## src/rtl/uart_pkg.sv

```systemverilog
// uart_pkg: shared definitions for the UART receive path and the command
// decoder that consumes its output.
//   - rxState_t : receiver FSM states (PARITY is only reachable when the
//                 receiver is built with UART_RX_PARITY_EN)
//   - calcDiv   : clocks per oversample tick for a given clock/baud/oversample
//   - CMD_*     : ASCII command characters decoded downstream
package uart_pkg;

  typedef enum logic [2:0] {
    IDLE   = 3'd0,
    START  = 3'd1,
    DATA   = 3'd2,
    PARITY = 3'd3,
    STOP   = 3'd4
  } rxState_t;

  // Integer division: any remainder shows up as a small baud-rate error,
  // which the mid-bit sampling point tolerates.
  function automatic int calcDiv(input int clkFreq, input int baud, input int overSample);
    return clkFreq / (baud * overSample);
  endfunction

  localparam logic [7:0] CMD_M_UPPER = 8'h4D;
  localparam logic [7:0] CMD_M_LOWER = 8'h6D;
  localparam logic [7:0] CMD_F_UPPER = 8'h46;
  localparam logic [7:0] CMD_F_LOWER = 8'h66;
  localparam logic [7:0] CMD_ONE     = 8'h31;
  localparam logic [7:0] CMD_FIVE    = 8'h35;
  localparam logic [7:0] CMD_A_UPPER = 8'h41;

endpackage

```

## src/rtl/uart_baud_tick.sv

```systemverilog
// uart_baud_tick: free-running divide-by-DIV counter producing the
// oversample tick for the UART receiver.
// Ports:
//   clk    - system clock
//   reset  - synchronous, active-high reset
//   clear  - synchronous clear; holds the counter at 0
//   enable - advance the counter
//   tick   - high for one clock when the counter is at DIV-1
module uart_baud_tick #(
  parameter int DIV = 10
) (
  input  logic clk,
  input  logic reset,
  input  logic clear,
  input  logic enable,
  output logic tick
);

  localparam int W = (DIV > 1) ? $clog2(DIV) : 1;
  localparam logic [W-1:0] LAST = W'(DIV - 1);

  logic [W-1:0] count;

  // Counter wraps from DIV-1 back to 0; clear wins over enable so a
  // restart always begins a full tick period.
  always_ff @(posedge clk) begin
    if (reset || clear) begin
      count <= '0;
    end else if (enable) begin
      count <= (count == LAST) ? '0 : count + 1'b1;
    end
  end

  assign tick = enable && !clear && (count == LAST);

endmodule

```

## src/rtl/uart_rx_byte.sv

```systemverilog
// uart_rx_byte: UART receive front end. Synchronises the serial line,
// deframes LSB-first characters (8N1, or 8E1 when UART_RX_PARITY_EN is
// defined) and presents each good byte on a held bus with a one-cycle strobe.
// Ports:
//   clk         - system clock, rising edge
//   reset       - synchronous, active-high reset
//   iRX         - asynchronous serial line, idles high
//   odata       - last correctly received byte, held until the next good one
//   oVALID      - one-cycle pulse when odata is updated
//   oFRAME_ERR  - one-cycle pulse when the stop bit is sampled low
//   oPARITY_ERR - one-cycle pulse on an even-parity mismatch (tied 0 when
//                 UART_RX_PARITY_EN is not defined)
//   oBUSY       - high while a frame is in progress
module uart_rx_byte
  import uart_pkg::*;
#(
  parameter int CLK_FREQ   = 50000000,
  parameter int BAUD       = 9600,
  parameter int OVERSAMPLE = 16
) (
  input  logic       clk,
  input  logic       reset,
  input  logic       iRX,
  output logic [7:0] odata,
  output logic       oVALID,
  output logic       oFRAME_ERR,
  output logic       oPARITY_ERR,
  output logic       oBUSY
);

  localparam int DIV = calcDiv(CLK_FREQ, BAUD, OVERSAMPLE);
  localparam int SW  = $clog2(OVERSAMPLE);
  localparam logic [SW-1:0] HALF_LAST = SW'(OVERSAMPLE / 2 - 1);
  localparam logic [SW-1:0] FULL_LAST = SW'(OVERSAMPLE - 1);

  rxState_t      state, stateNext;
  logic          rxMeta, rxS, rxPrev;
  logic          startEdge, tick, bitDone;
  logic [SW-1:0] tickCnt, tickTarget;
  logic [2:0]    bitCnt;
  logic [7:0]    shiftReg;
  logic          validNext, frameErrNext;
`ifdef UART_RX_PARITY_EN
  logic          parityBit, parityErrNext;
`endif

  assign startEdge = rxPrev & ~rxS;

  // The start bit is sampled after half a bit; every later bit one full
  // bit after the previous sample, so all samples land mid-bit.
  assign tickTarget = (state == START) ? HALF_LAST : FULL_LAST;
  assign bitDone    = tick && (tickCnt == tickTarget);
  assign oBUSY      = (state != IDLE);

  // Holding the divider clear in IDLE makes the first tick of a frame
  // land exactly DIV clocks after the start edge is seen.
  uart_baud_tick #(.DIV(DIV)) uBaudTick (
    .clk   (clk),
    .reset (reset),
    .clear (state == IDLE),
    .enable(state != IDLE),
    .tick  (tick)
  );

  // Next-state and the stop-bit decision; the decision flags are
  // registered so the output pulses come one clock after mid-stop.
  always_comb begin
    stateNext    = state;
    validNext    = 1'b0;
    frameErrNext = 1'b0;
`ifdef UART_RX_PARITY_EN
    parityErrNext = 1'b0;
`endif
    case (state)
      IDLE: begin
        if (startEdge) stateNext = START;
      end
      START: begin
        if (bitDone) stateNext = rxS ? IDLE : DATA;
      end
      DATA: begin
        if (bitDone && (bitCnt == 3'd7)) begin
`ifdef UART_RX_PARITY_EN
          stateNext = PARITY;
`else
          stateNext = STOP;
`endif
        end
      end
      PARITY: begin
`ifdef UART_RX_PARITY_EN
        if (bitDone) stateNext = STOP;
`else
        stateNext = IDLE;
`endif
      end
      STOP: begin
        if (bitDone) begin
          stateNext = IDLE;
          if (!rxS) begin
            frameErrNext = 1'b1;
`ifdef UART_RX_PARITY_EN
          end else if ((^shiftReg) != parityBit) begin
            parityErrNext = 1'b1;
`endif
          end else begin
            validNext = 1'b1;
          end
        end
      end
      default: stateNext = IDLE;
    endcase
  end

  // Synchroniser, state register and receive datapath. The synchroniser
  // resets to the idle level so reset itself never looks like a start edge
  // on an idle line.
  always_ff @(posedge clk) begin
    if (reset) begin
      rxMeta     <= 1'b1;
      rxS        <= 1'b1;
      rxPrev     <= 1'b1;
      state      <= IDLE;
      tickCnt    <= '0;
      bitCnt     <= '0;
      shiftReg   <= '0;
      odata      <= 8'h00;
      oVALID     <= 1'b0;
      oFRAME_ERR <= 1'b0;
`ifdef UART_RX_PARITY_EN
      parityBit   <= 1'b0;
      oPARITY_ERR <= 1'b0;
`endif
    end else begin
      rxMeta     <= iRX;
      rxS        <= rxMeta;
      rxPrev     <= rxS;
      state      <= stateNext;
      oVALID     <= validNext;
      oFRAME_ERR <= frameErrNext;

      if ((state == IDLE) || bitDone) begin
        tickCnt <= '0;
      end else if (tick) begin
        tickCnt <= tickCnt + 1'b1;
      end

      if (state != DATA) begin
        bitCnt <= '0;
      end else if (bitDone) begin
        bitCnt <= bitCnt + 1'b1;
      end

      // LSB arrives first, so shift right and insert at the top.
      if ((state == DATA) && bitDone) begin
        shiftReg <= {rxS, shiftReg[7:1]};
      end

      if (validNext) begin
        odata <= shiftReg;
      end

`ifdef UART_RX_PARITY_EN
      if ((state == PARITY) && bitDone) begin
        parityBit <= rxS;
      end
      oPARITY_ERR <= parityErrNext;
`endif
    end
  end

`ifndef UART_RX_PARITY_EN
  assign oPARITY_ERR = 1'b0;
`endif

endmodule

```

## config.mk

```make
export PLATFORM = sky130hd
export DESIGN_NAME = uart_rx_byte
export DESIGN_NICKNAME = d
export VERILOG_FILES = /design/src/rtl/uart_pkg.sv /design/src/rtl/uart_baud_tick.sv /design/src/rtl/uart_rx_byte.sv
export SDC_FILE = /design/constraint.sdc
export NUM_CORES = 1
export LEC_CHECK = 0
export ABC_AREA = 1
export BUFFER_PORTS_ARGS = -buffer_cell sky130_fd_sc_hd__clkbuf_2
export CAP_MARGIN = 20
export CORE_MARGIN = 2
export CORE_UTILIZATION = 60
export DETAILED_ROUTE_END_ITERATION = 8
export GPL_TIMING_DRIVEN = 0
export HOLD_SLACK_MARGIN = 0.03
export MAX_ROUTING_LAYER = met4
export PLACE_DENSITY = 0.85
export SLEW_MARGIN = 20
export SYNTH_ARGS = -nofsm -noshare
export SYNTH_HDL_FRONTEND = slang
export SYNTH_HIERARCHICAL = 1
export SYNTH_SLANG_ARGS = --single-unit
```

## constraint.sdc

```tcl
create_clock -name clk -period 3.8 [get_ports clk]
set_input_delay 0.76 -clock clk [delete_from_list [all_inputs] [get_ports clk]]
set_output_delay 0.76 -clock clk [all_outputs]
set_load 0.05 [all_outputs]
```

# Word level (Yosys, flattened, before mapping)
# Cells that the tools add are included.
[word_totals]
ff_bits = 40
latchBits = 0
mem_bits_rw = 0
mem_bits_ro = 0
in_bits = 3
output_inout_bits = 12
wordCells = 55
mem_count = 0
[classes]
add_sub_neg = 3
mul = 0
div = 0
n_lt_le_gt_ge = 0
eq_ne = 11
n_shift = 0
muxes = 12
bitwise = 4
n_reduce_logical = 14
[ops]
columns = ["op", "n"]
rows = [
  ["$mux 3", 4],
  ["$pmux 3 s4", 1],
  ["$add 9x1->9 const B", 1],
  ["$eq 9x9->1 const B", 1],
  ["$mux 9", 1],
  ["$ne 2x2->1 const B", 4],
  ["$eq 3x3->1 const B", 2],
  ["$logic_and 1x1->1", 5],
  ["$add 4x1->4 const B", 1],
  ["$eq 4x4->1", 1],
  ["$mux 1", 4],
  ["$mux 4", 1],
  ["$reduce_and 4->1", 1],
  ["$reduce_or 2->1", 2],
  ["$add 3x1->3 const B", 1],
  ["$eq 3x1->1 const B", 1],
  ["$eq 3x2->1 const B", 1],
  ["$logic_not 3->1", 1],
  ["$ne 3x2->1 const B", 1],
  ["$not 1->1", 3],
  ["$reduce_bool 3->1", 1],
  ["$reduce_or 3->1", 1],
  ["$logic_or 1x1->1", 2],
  ["$mux 2", 1],
  ["2 further kinds", 2],
]

# Depth between registers and ports, before layout
# Gate-level depths: netlist of the first run.
[logic_depth]
word_depth = 8
depth_mapped = 14
mapped_depth_nobuf = 14

# By module
# Netlist of the first run, hierarchy kept.
[by_module_without_submodules]
columns = ["module", "n_inst", "cells_per_inst", "area_per_inst_um2", "seq_area_each_um2"]
rows = [
  ["uart_rx_byte", 1, 159, 1277.5, 620.6],
  ["uart_baud_tick", 1, 77, 508.0, 180.2],
]

# Worst setup path before layout of the first run
# Ideal clock, no wire load.
[synth_path]
path_kind = "flip-flop to flip-flop"
startpoint = "register state[1]"
endpoint = "register state[1]"
setup_time_ps = 109
t_arrival_ps = 2191
t_required_ps = 3691
setup_slack_ps = 1500
stages_incl_launch_ff = 12
path_buffers = 0
period_less_slack_ps = 2300
cell_sequence = "dfxtp_1 > inv_1 > nand3_1 > nand3_1 > nor2_1 > nand3_1 > inv_1 > nand3_2 > a21oi_1 > nand3_1 > nand2_1 > inv_1"
[synth_via]
word_cells_on_any_way = 18
cone_classes = "8 x eq/ne; 2 x mux; 8 x reduce/logical"
[synth_lines]
columns = ["item", "line_no", "text"]
rows = [
  ["start, declared", "uart_rx_byte.sv:36", "rxState_t state, stateNext;"],
  ["start signal, assigned", "uart_rx_byte.sv:138", "state <= stateNext;"],
  ["$reduce_bool 3->1 (*)", "n/a", ""],
  ["named net oBUSY", "uart_rx_byte.sv:28", "output logic oBUSY"],
  ["$logic_and 1x1->1 (*) (2 in a row)", "uart_baud_tick.sv:34", "assign tick = enable && !clear && (count == LAST);"],
  ["named net tick", "uart_rx_byte.sv:38", "logic startEdge, tick, bitDone;"],
  ["$logic_and 1x1->1 (*)", "uart_rx_byte.sv:52", "assign bitDone = tick && (tickCnt == tickTarget);"],
  ["$logic_and 1x1->1", "uart_rx_byte.sv:82", "if (bitDone && (bitCnt == 3'd7)) begin"],
  ["$ne 2x2->1 (no source line)", "n/a", ""],
  ["$reduce_and 4->1 (no source line) (*)", "n/a", ""],
]
# The timed path passes the listed nets; every way through them passes the cells marked *.
# A chain may end at the register's enable or synchronous reset.

# Worst setup path after layout of the first run
[layout_path]
startpoint = "register state[0]"
endpoint = "register state[1]"
[layout_via]
elab_chain_cells = 8
word_cells_on_any_way = 18
cone_classes = "8 x eq/ne; 2 x mux; 8 x reduce/logical"
[layout_rtl]
columns = ["item", "line_no", "text"]
rows = [
  ["$logic_not 3->1", "uart_rx_byte.sv:60", ".clear (state == IDLE),"],
  ["$logic_not 1->1", "uart_baud_tick.sv:34", ""],
  ["$logic_and 1x1->1 (*) (2 in a row)", "uart_baud_tick.sv:34", ""],
  ["named net tick", "uart_rx_byte.sv:38", ""],
  ["$logic_and 1x1->1 (*)", "uart_rx_byte.sv:52", ""],
  ["$logic_and 1x1->1", "uart_rx_byte.sv:82", ""],
  ["$ne 2x2->1 (no source line)", "n/a", ""],
  ["$reduce_and 4->1 (no source line) (*)", "n/a", ""],
]
# Marked as above.

==> metrics.cfg, run 1 <==
[status]
status=completed

[floorplanning]
io_pins=15
dieArea_um2=3430
start_util_pct=64.2
core_um2=2780
fp.dieW_um=58.6
rows=19
die_h_um=58.6

[timing]
fmax_ghz=0.435
drv_slew=0
rsz0062_at_grt=no
fin_crit_ns=2.30
finalCritPeriodShare_pct=60.5
report.final.setup_viol=0
tns_ns=0
finalHoldViolations=0
skew_ns=0.0114

[placed_design]
dpl.hpwl_um=2450
io_buffers=13
gp_congestion=0.828
place_area_um2=1890

[clocking]
htree_levels=2
cts_tree=built
cts.sinks=40
clock_latency_ns=0.36
clk_pin_slew_ns=0.12
cts_hold_buf=0
clockBufferDepth=2
ctsResizeCount=0
post-cts-setup-buffers=0
cts_buffers=5
clockRootBuffer=clkbuf_4

[routing]
first_pass_iters=4
drc_errors=0
drt-initial-drc-count=106
antenna_left=0
dr_total_vias=1597
drt-vias-per-instance=5.56
routed_wl_um=3410
wire_per_inst_um=11.9

[finish]
area_delta_synth_final_pct=8.62
seq_area_um2=801
fillers=250
multi_input_area_um2=842
final_nets=264
n_antenna_cell=0
final_area_um2=1940
postLayoutCoreUtil_pct=69.7
drive_above_1_share_pct=16.0

[global_routing]
grtUsageMet1_pct=30.5
first_global_vias=1368
grt_pass1_wl_um=5870
grtUsageMet2_pct=33.2
gr-total-overflow=0
grt_busiest_layer=met2
grt_max_degree=13
track_usage_pct=23.6
gr-usage-met3_pct=4.84
antenna_found_initial=0

[worst_setup_path]
critPathCaptureType=flop
cp_max_fo=10
worstSetupPathType=reg2reg
crit_arrival_ns=2.56
worstPathRequired_ns=4.06
start_kind=flop

[run]
drv_cap=0

[synth]
synth.distinct_cells=25
synthCells=236
yosys_warnings=6
ys_ff_latch=40
syn-num-nets=244
seq_area_frac_synth_pct=44.8
yosysTopAreaCell=dfxtp_1
synth_top_cell_area_share_pct=44.8
netlist_top_cells_area=dfxtp_1 45%, nand2_1 12%, a21oi_1 8.1%, nand3_1 5.3%, inv_1 5.0%
syn_area_um2=1790
syn_avg_cell_area_um2=7.57

[pwr]
power.leakage_nw=0.755
ir_drop_v=0.000326
p_per_area_nw_per_um2=431

[worst_hold_path]
hold_class=reg2reg

sequential cells by signal, indices dropped and copies added, names as in the netlist:
name	cells
rxMeta	1
oFRAME_ERR	1
shiftReg	8
odata	8
state	3
rxS	1
uBaudTick/count	9
tickCnt	4
bitCnt	3
rxPrev	1
oVALID	1
Yosys cell counts:
master,number
a21oi_1,29
buf_2,3
buf_4,2
buf_6,1
clkbuf_1,2
conb_1,1
dfxtp_1,40
ha_1,5
inv_1,24
inv_2,1
mux2i_1,1
nand2_1,55
nand2_2,3
nand3_1,19
nand3_2,3
nand3_4,1
nand4_1,13
nor2_1,16
nor2_2,3
nor2_4,1
nor3_1,5
o21ai_1,1
or2_0,1
or2_2,3
xor2_1,3
where the power goes:
| part | leakage [nW] | internal, mW | switching (mW) |
|---|---|---|---|
| Combinational | 0.404 | 0.0473 | 0.140 |
| Clock | 0.0271 | 0.0675 | 0.139 |
| Sequential | 0.323 | 0.431 | 0.0100 |
| Total | 0.755 | 0.546 | 0.289 |
cells in the final DEF, fill, tap and decap left out, drive strengths merged:
cell type	synthesis	final
inv	25	25
a21oi	29	29
mux2i	1	1
clkbuf	2	20
or2	4	4
clkinvlp	0	1
conb	1	1
dfxtp	40	40
nor3	5	5
nand4	13	13
ha	5	5
nand3	23	23
nand2	58	58
o21ai	1	1
nor2	20	20
buf	6	6
clkinv	0	1
xor2	3	3
path summary, 6_finish.rpt:
check / from / to / slack [ns] / cells past startpoint
worst max-delay path: state[0]$_SDFFE_PP0P_ / state[1]$_SDFFE_PP0P_ / 1.50 / 11
worst min-delay path: rxMeta$_SDFF_PP1_ / rxS$_SDFF_PP1_ / 0.42 / 1
worst max register to register: state[0]$_SDFFE_PP0P_ / state[1]$_SDFFE_PP0P_ / 1.50 / 11
worst min register to register: rxMeta$_SDFF_PP1_ / rxS$_SDFF_PP1_ / 0.42 / 1
worst max-delay path, stage by stage, from the launching register on:
cell	delay (ns)
dfxtp_1	0.43
inv_1	0.06
nand3_1	0.31
nand3_1	0.22
nor2_1	0.32
nand3_1	0.17
inv_1	0.14
nand3_2	0.21
a21oi_1	0.18
nand3_1	0.08
nand2_1	0.06
inv_1	0.03
routing by layer:
metal	vias up	wire length, µm
li1	814	-
met1	716	1620
met2	56	1500
met3	11	214
met4	0	80
met5	-	0
area by class of cell:
type,instances,area share [%]
Multi-Input combinational cell,163,43.4
Sequential cell,40,41.3
Inverter,25,4.84
Timing Repair Buffer,13,3.35
Buffer,8,2.52
Tap cell,31,2.00
Clock buffer,5,1.94
Clock inverter,2,0.645
per-stage QoR:
stage	setup WS [ns]	power [mW]	std cells	hold slack, ns
after floorplan	1.50	0.596	236	0.389
after global placement	1.58	0.632	280	0.392
after detailed placement	1.52	0.636	280	0.395
after CTS	1.50	0.838	287	0.423
after global routing	1.17	0.881	287	0.445
final	1.50	0.835	287	0.423
logic make-up (layout without fill, tap and decap cells):
kind of cell | count (synthesis) | after routing | share of synthesized area (%)
buffers and inverters | 33 | 53 | 7.99
adder cells (fa/ha/maj) | 5 | 5 | 3.50
AND/OR/NAND/NOR | 123 | 123 | 33.0
multiplexers | 1 | 1 | 0.561
flip-flops | 40 | 40 | 44.8
other | 1 | 1 | 0.210
AO/OA/AOI/OAI | 30 | 30 | 8.41
XOR/XNOR | 3 | 3 | 1.47
(Power assumes the default switching activity.)
==> run 2, diff against run 1 <==
--- a/config.mk
+++ b/config.mk
@@ -9,12 +9,12 @@
 export BUFFER_PORTS_ARGS = -buffer_cell sky130_fd_sc_hd__clkbuf_2
 export CAP_MARGIN = 20
 export CORE_MARGIN = 2
-export CORE_UTILIZATION = 60
+export CORE_UTILIZATION = 52
 export DETAILED_ROUTE_END_ITERATION = 8
 export GPL_TIMING_DRIVEN = 0
 export HOLD_SLACK_MARGIN = 0.03
 export MAX_ROUTING_LAYER = met4
-export PLACE_DENSITY = 0.85
+export PLACE_DENSITY = 0.79
 export SLEW_MARGIN = 20
 export SYNTH_ARGS = -nofsm -noshare
 export SYNTH_HDL_FRONTEND = slang
==> constraint.sdc (replaced) <==
create_clock -name clk -period 1.85 [get_ports clk]
set_input_delay 0.37 -clock clk [delete_from_list [all_inputs] [get_ports clk]]
set_output_delay 0.37 -clock clk [all_outputs]
set_load 0.05 [all_outputs]
==> metrics.cfg, run 2 (synthesis gave the netlist of run 1 again) <==
[finish]
final_nets=273
final_area_um2=2190
layout_commonest_cell=nand2_1
top_register=uBaudTick/count
largest_reg_flops=9
n_antenna_cell=0
top_regs=uBaudTick/count x9, odata x8, shiftReg x8
final_cell_mix=48 x nand2_1, 36 x dfxtp_1, 26 x a21oi_1, 21 x inv_1, 16 x nand3_1
drive_above_1_share_pct=27.8
area_delta_synth_final_pct=22.5
fillers=281

[pwr]
ir_drop_v=0.000471
p_per_area_nw_per_um2=875
power.leakage_nw=0.826

[clocking]
htree_levels=2
cts_buffers=5
clock_latency_ns=0.35
clockRootBuffer=clkbuf_4
cts_hold_buf=0
clockBufferDepth=2
cts_tree=built
cts.sinks=40
clk_pin_slew_ns=0.12

[run]
drv_cap=0

[global_routing]
track_usage_pct=20.2
first_global_vias=1427
grt_pass1_wl_um=6120
antenna_found_initial=0
gr-total-overflow=0
grt_max_degree=13

[timing]
report.final.setup_viol=0
worst_slack_ns=0.00943
fmax_ghz=0.543
drv_slew=0
finalCritPeriodShare_pct=99.5
slew_headroom_pct=64.8
skew_ns=0.0118
rsz0062_at_grt=yes
finalHoldViolations=0
fin_crit_ns=1.84
worst_pin_slew_ns=0.528

[placed_design]
io_buffers=13
dp_slack_ns=-0.253
place_area_um2=1920
gp_congestion=0.802
dpl.hpwl_um=2420

[worst_setup_path]
worstSetupPathType=reg2reg
start_kind=flop
worstPathRequired_ns=2.07
critPathCaptureType=flop
cp_max_fo=6
crit_arrival_ns=2.06

[floorplanning]
dieArea_um2=3920
io_pins=15
die_h_um=62.6
rows=21
core_um2=3310
fp.dieW_um=62.6
start_util_pct=53.9

[routing]
drt-initial-drc-count=154
first_pass_iters=7
drc_errors=0
antenna_left=0
wire_per_inst_um=12.6
routed_wl_um=3940
dr_total_vias=1638
drt-vias-per-instance=5.25

[status]
status=completed

[worst_hold_path]
hold_class=in2reg

==> run 2: cell count changes in the layout (fill, tap and decap cells not counted), moves of 5 or more <==
cell / previous run / this run
buf_4: 2 / 8
nand2_1: 55 / 48
nand2_2: 3 / 9
nand3_4: 1 / 6
==> run 2: path summary, 6_finish.rpt <==
kind                            depth (start not counted)  slack, ns                             from                     to
worst min register to register                          1       0.45                rxMeta$_SDFF_PP1_         rxS$_SDFF_PP1_
worst max-delay path                                   11      0.009  uBaudTick/count[3]$_SDFFE_PP0P_  odata[3]$_SDFFE_PP0P_
worst max register to register                         11      0.009  uBaudTick/count[3]$_SDFFE_PP0P_  odata[3]$_SDFFE_PP0P_
worst min-delay path                                    2       0.19                              iRX      rxMeta$_SDFF_PP1_
==> run 2: report_power, final <==
| part | internal, mW | switching, mW | leakage (nW) |
|---|---|---|---|
| Sequential | 0.888 | 0.0213 | 0.325 |
| Clock | 0.283 | 0.282 | 0.0422 |
| Combinational | 0.120 | 0.320 | 0.458 |
==> run 2: metal layers <==
metal,vias up,part of all wire [%],global-route usage [%]
met5,-,0,-
met4,0,2.1,6.94
met3,11,3.9,4.32
met2,42,49,33.3
met1,759,45,24.5
li1,826,-,-
==> run 2: final cells by class <==
class | count | area (µm²) | area share (%)
repair buffers | 21 | 123 | 5.61
clock buffers | 6 | 41.3 | 1.89
multi-input cells | 164 | 978 | 44.7
plain buffers | 8 | 52.6 | 2.40
clock inverters | 2 | 35.0 | 1.60
flip-flops and latches | 40 | 806 | 36.8
inverters | 25 | 93.8 | 4.29
well taps | 46 | 57.6 | 2.63
==> run 2: timing repair <==
item	CTS	global route
pin swaps	2	7
endpoints found under the hold margin	0	0
gates cloned	1	1
setup endpoints to repair	28	28
resized for setup	7	26
buffers inserted	2	5
==> run 2: metrics by stage <==
step / utilization (%) / cells / power (mW) / hold WS [ns] / TNS (ns)
floorplan: - / 236 / 1.24 / 0.389 / 0
global placement: 58.1 / 295 / 1.32 / 0.409 / -3.86
detailed placement: 58.1 / 295 / 1.32 / 0.412 / -4.81
CTS: 61.9 / 306 / 1.89 / 0.189 / 0
global route: 66.1 / 312 / 2.00 / 0.203 / -0.295
finish: 66.1 / 312 / 1.91 / 0.193 / 0
==> run 2: critical path, cell delays in order (launching register included) <==
cell and delay [ns]:
dfxtp_2 0.37, inv_1 0.09, nand2_1 0.09, nor2_4 0.16, nand3_4 0.10, nor2_4 0.15, nand3_4 0.10, nor2_4 0.19
buf_6 0.16, nand3_4 0.12, nand2_2 0.11, a21oi_2 0.05
==> run 3, diff against run 2 <==
--- a/config.mk
+++ b/config.mk
@@ -9,12 +9,11 @@
 export BUFFER_PORTS_ARGS = -buffer_cell sky130_fd_sc_hd__clkbuf_2
 export CAP_MARGIN = 20
 export CORE_MARGIN = 2
-export CORE_UTILIZATION = 52
+export CORE_UTILIZATION = 37
 export DETAILED_ROUTE_END_ITERATION = 8
-export GPL_TIMING_DRIVEN = 0
 export HOLD_SLACK_MARGIN = 0.03
 export MAX_ROUTING_LAYER = met4
-export PLACE_DENSITY = 0.79
+export PLACE_DENSITY = 0.61
 export SLEW_MARGIN = 20
 export SYNTH_ARGS = -nofsm -noshare
 export SYNTH_HDL_FRONTEND = slang
==> metrics.cfg, run 3 (synthesis gave the netlist of run 1 again) <==
[run]
drv_cap=0

[clocking]
clockBufferDepth=2
htree_levels=2
clock_latency_ns=0.29
cts_buffers=5
cts_hold_buf=0
clk_pin_slew_ns=0.07
cts.sinks=40
cts_tree=built
clockRootBuffer=clkbuf_8

[routing]
antenna_left=0
drt-initial-drc-count=95
dr_total_vias=1589
drc_errors=0
routed_wl_um=3710
wire_per_inst_um=11.5
drt-vias-per-instance=4.92
first_pass_iters=4

[finish]
final_nets=276
postLayoutCoreUtil_pct=47.2
n_antenna_cell=0
largest_reg_flops=9
final_cell_mix=54 x nand2_1, 40 x dfxtp_1, 27 x a21oi_1, 23 x inv_1
layout_commonest_cell=nand2_1
instances_no_fill=323
fillers=477
top_regs=uBaudTick/count x9, odata x8, shiftReg x8
area_delta_synth_final_pct=24.0
drive_above_1_share_pct=24.2
final_area_um2=2210
top_register=uBaudTick/count

[floorplanning]
io_pins=15
start_util_pct=38.1
die_h_um=73.5
core_um2=4690
fp.dieW_um=73.5
dieArea_um2=5400
rows=25

[global_routing]
grt_max_degree=20
gr-total-overflow=0
first_global_vias=1350
track_usage_pct=14.6
antenna_found_initial=0
grt_pass1_wl_um=6020

[worst_setup_path]
crit_arrival_ns=1.96
critPathCaptureType=flop
rr_startpoint=uBaudTick/count[1]$_SDFFE_PP0P_
start_kind=flop
worstSetupPathType=reg2reg
worstPathRequired_ns=2.08
rrSetupSlack_ns=0.12
r2r_end=odata[5]$_SDFFE_PP0P_
ff2ff_path_depth=12
cp_max_fo=10

[timing]
skew_ns=0.00707
rsz0062_at_grt=yes
fin_crit_ns=1.73
report.final.setup_viol=0
drv_slew=0
fmax_ghz=0.577
finalCritPeriodShare_pct=93.6
worst_slack_ns=0.117
finalHoldViolations=0

[placed_design]
gp_congestion=0.879
place_area_um2=2010
place_inst=310
dp_slack_ns=0.00466
io_buffers=13
dpl.hpwl_um=2520

[pwr]
p_per_area_nw_per_um2=969
ir_drop_v=0.000289
power.leakage_nw=0.867

[worst_hold_path]
min_from=iRX
hold_class=in2reg
hold_path_depth=2
min_to=rxMeta$_SDFF_PP1_

[status]
status=completed

run 3: layout make-up:
type                            count  area, µm²  share of cell area, %
Timing Repair Buffer               32        228                   10.3
Clock buffer                        7       96.3                   4.35
Sequential cell                    40        801                   36.2
Inverter                           25       93.8                   4.24
Tap cell                           54       67.6                   3.05
Multi-Input combinational cell    164        897                   40.5
Clock inverter                      1       30.0                   1.36
run 3: power by group:
part           total (mW)  switching (mW)  internal [mW]
combinational       0.468           0.332          0.136
clock               0.781           0.305          0.476
sequential          0.895          0.0103          0.885
total                2.14           0.647           1.50
run 3: how the worst max path moves through the flow:
stage | startpoint | to | slack (ns) | cells after the start
floorplan | state[0]$_SDFFE_PP0P_ | state[1]$_SDFFE_PP0P_ | 0.04 | 11
global placement | uBaudTick/count[0]$_SDFFE_PP0P_ | state[1]$_SDFFE_PP0P_ | 0.04 | 13
detailed placement | uBaudTick/count[0]$_SDFFE_PP0P_ | shiftReg[4]$_SDFFE_PP0P_ | 0.005 | 12
CTS | uBaudTick/count[0]$_SDFFE_PP0P_ | state[1]$_SDFFE_PP0P_ | 0.02 | 13
global route | uBaudTick/count[0]$_SDFFE_PP0P_ | state[1]$_SDFFE_PP0P_ | -0.05 | 13
finish | uBaudTick/count[1]$_SDFFE_PP0P_ | odata[5]$_SDFFE_PP0P_ | 0.12 | 12
run 3: worst max-delay path, cell delays in order (launching register included):
cell and delay (ns):
dfxtp_1 0.33, inv_1 0.07, ha_1 0.13, nand2_1 0.06, nor2_2 0.12, nand3_2 0.11, nor2_2 0.15, nand3_2 0.10
nor2_2 0.10, buf_6 0.15, buf_12 0.13, nand4_1 0.08, a21oi_1 0.14
run 3: timing repair:
item,in CTS,in global routing
resized for setup,1,9
pin swaps,0,5
gates cloned,0,1
endpoints found under the setup margin,5,27
buffers inserted,0,4
run 3: routing by layer:
layer / global-route usage [%] / share of wire, %
met1: 19.8 / 49
met2: 21.5 / 46
met3: 3.29 / 3.5
met4: 4.85 / 1.5
met5: - / 0
run 3: metrics by stage:
step / setup TNS (ns) / power [mW] / hold WS (ns)
2_1_floorplan: 0 / 1.24 / 0.389
3_5_place_dp: 0 / 1.36 / 0.397
4_1_cts: 0 / 2.14 / 0.285
3_3_place_gp: 0 / 1.36 / 0.394
5_1_grt: -0.309 / 2.25 / 0.284
6_report: 0 / 2.14 / 0.288
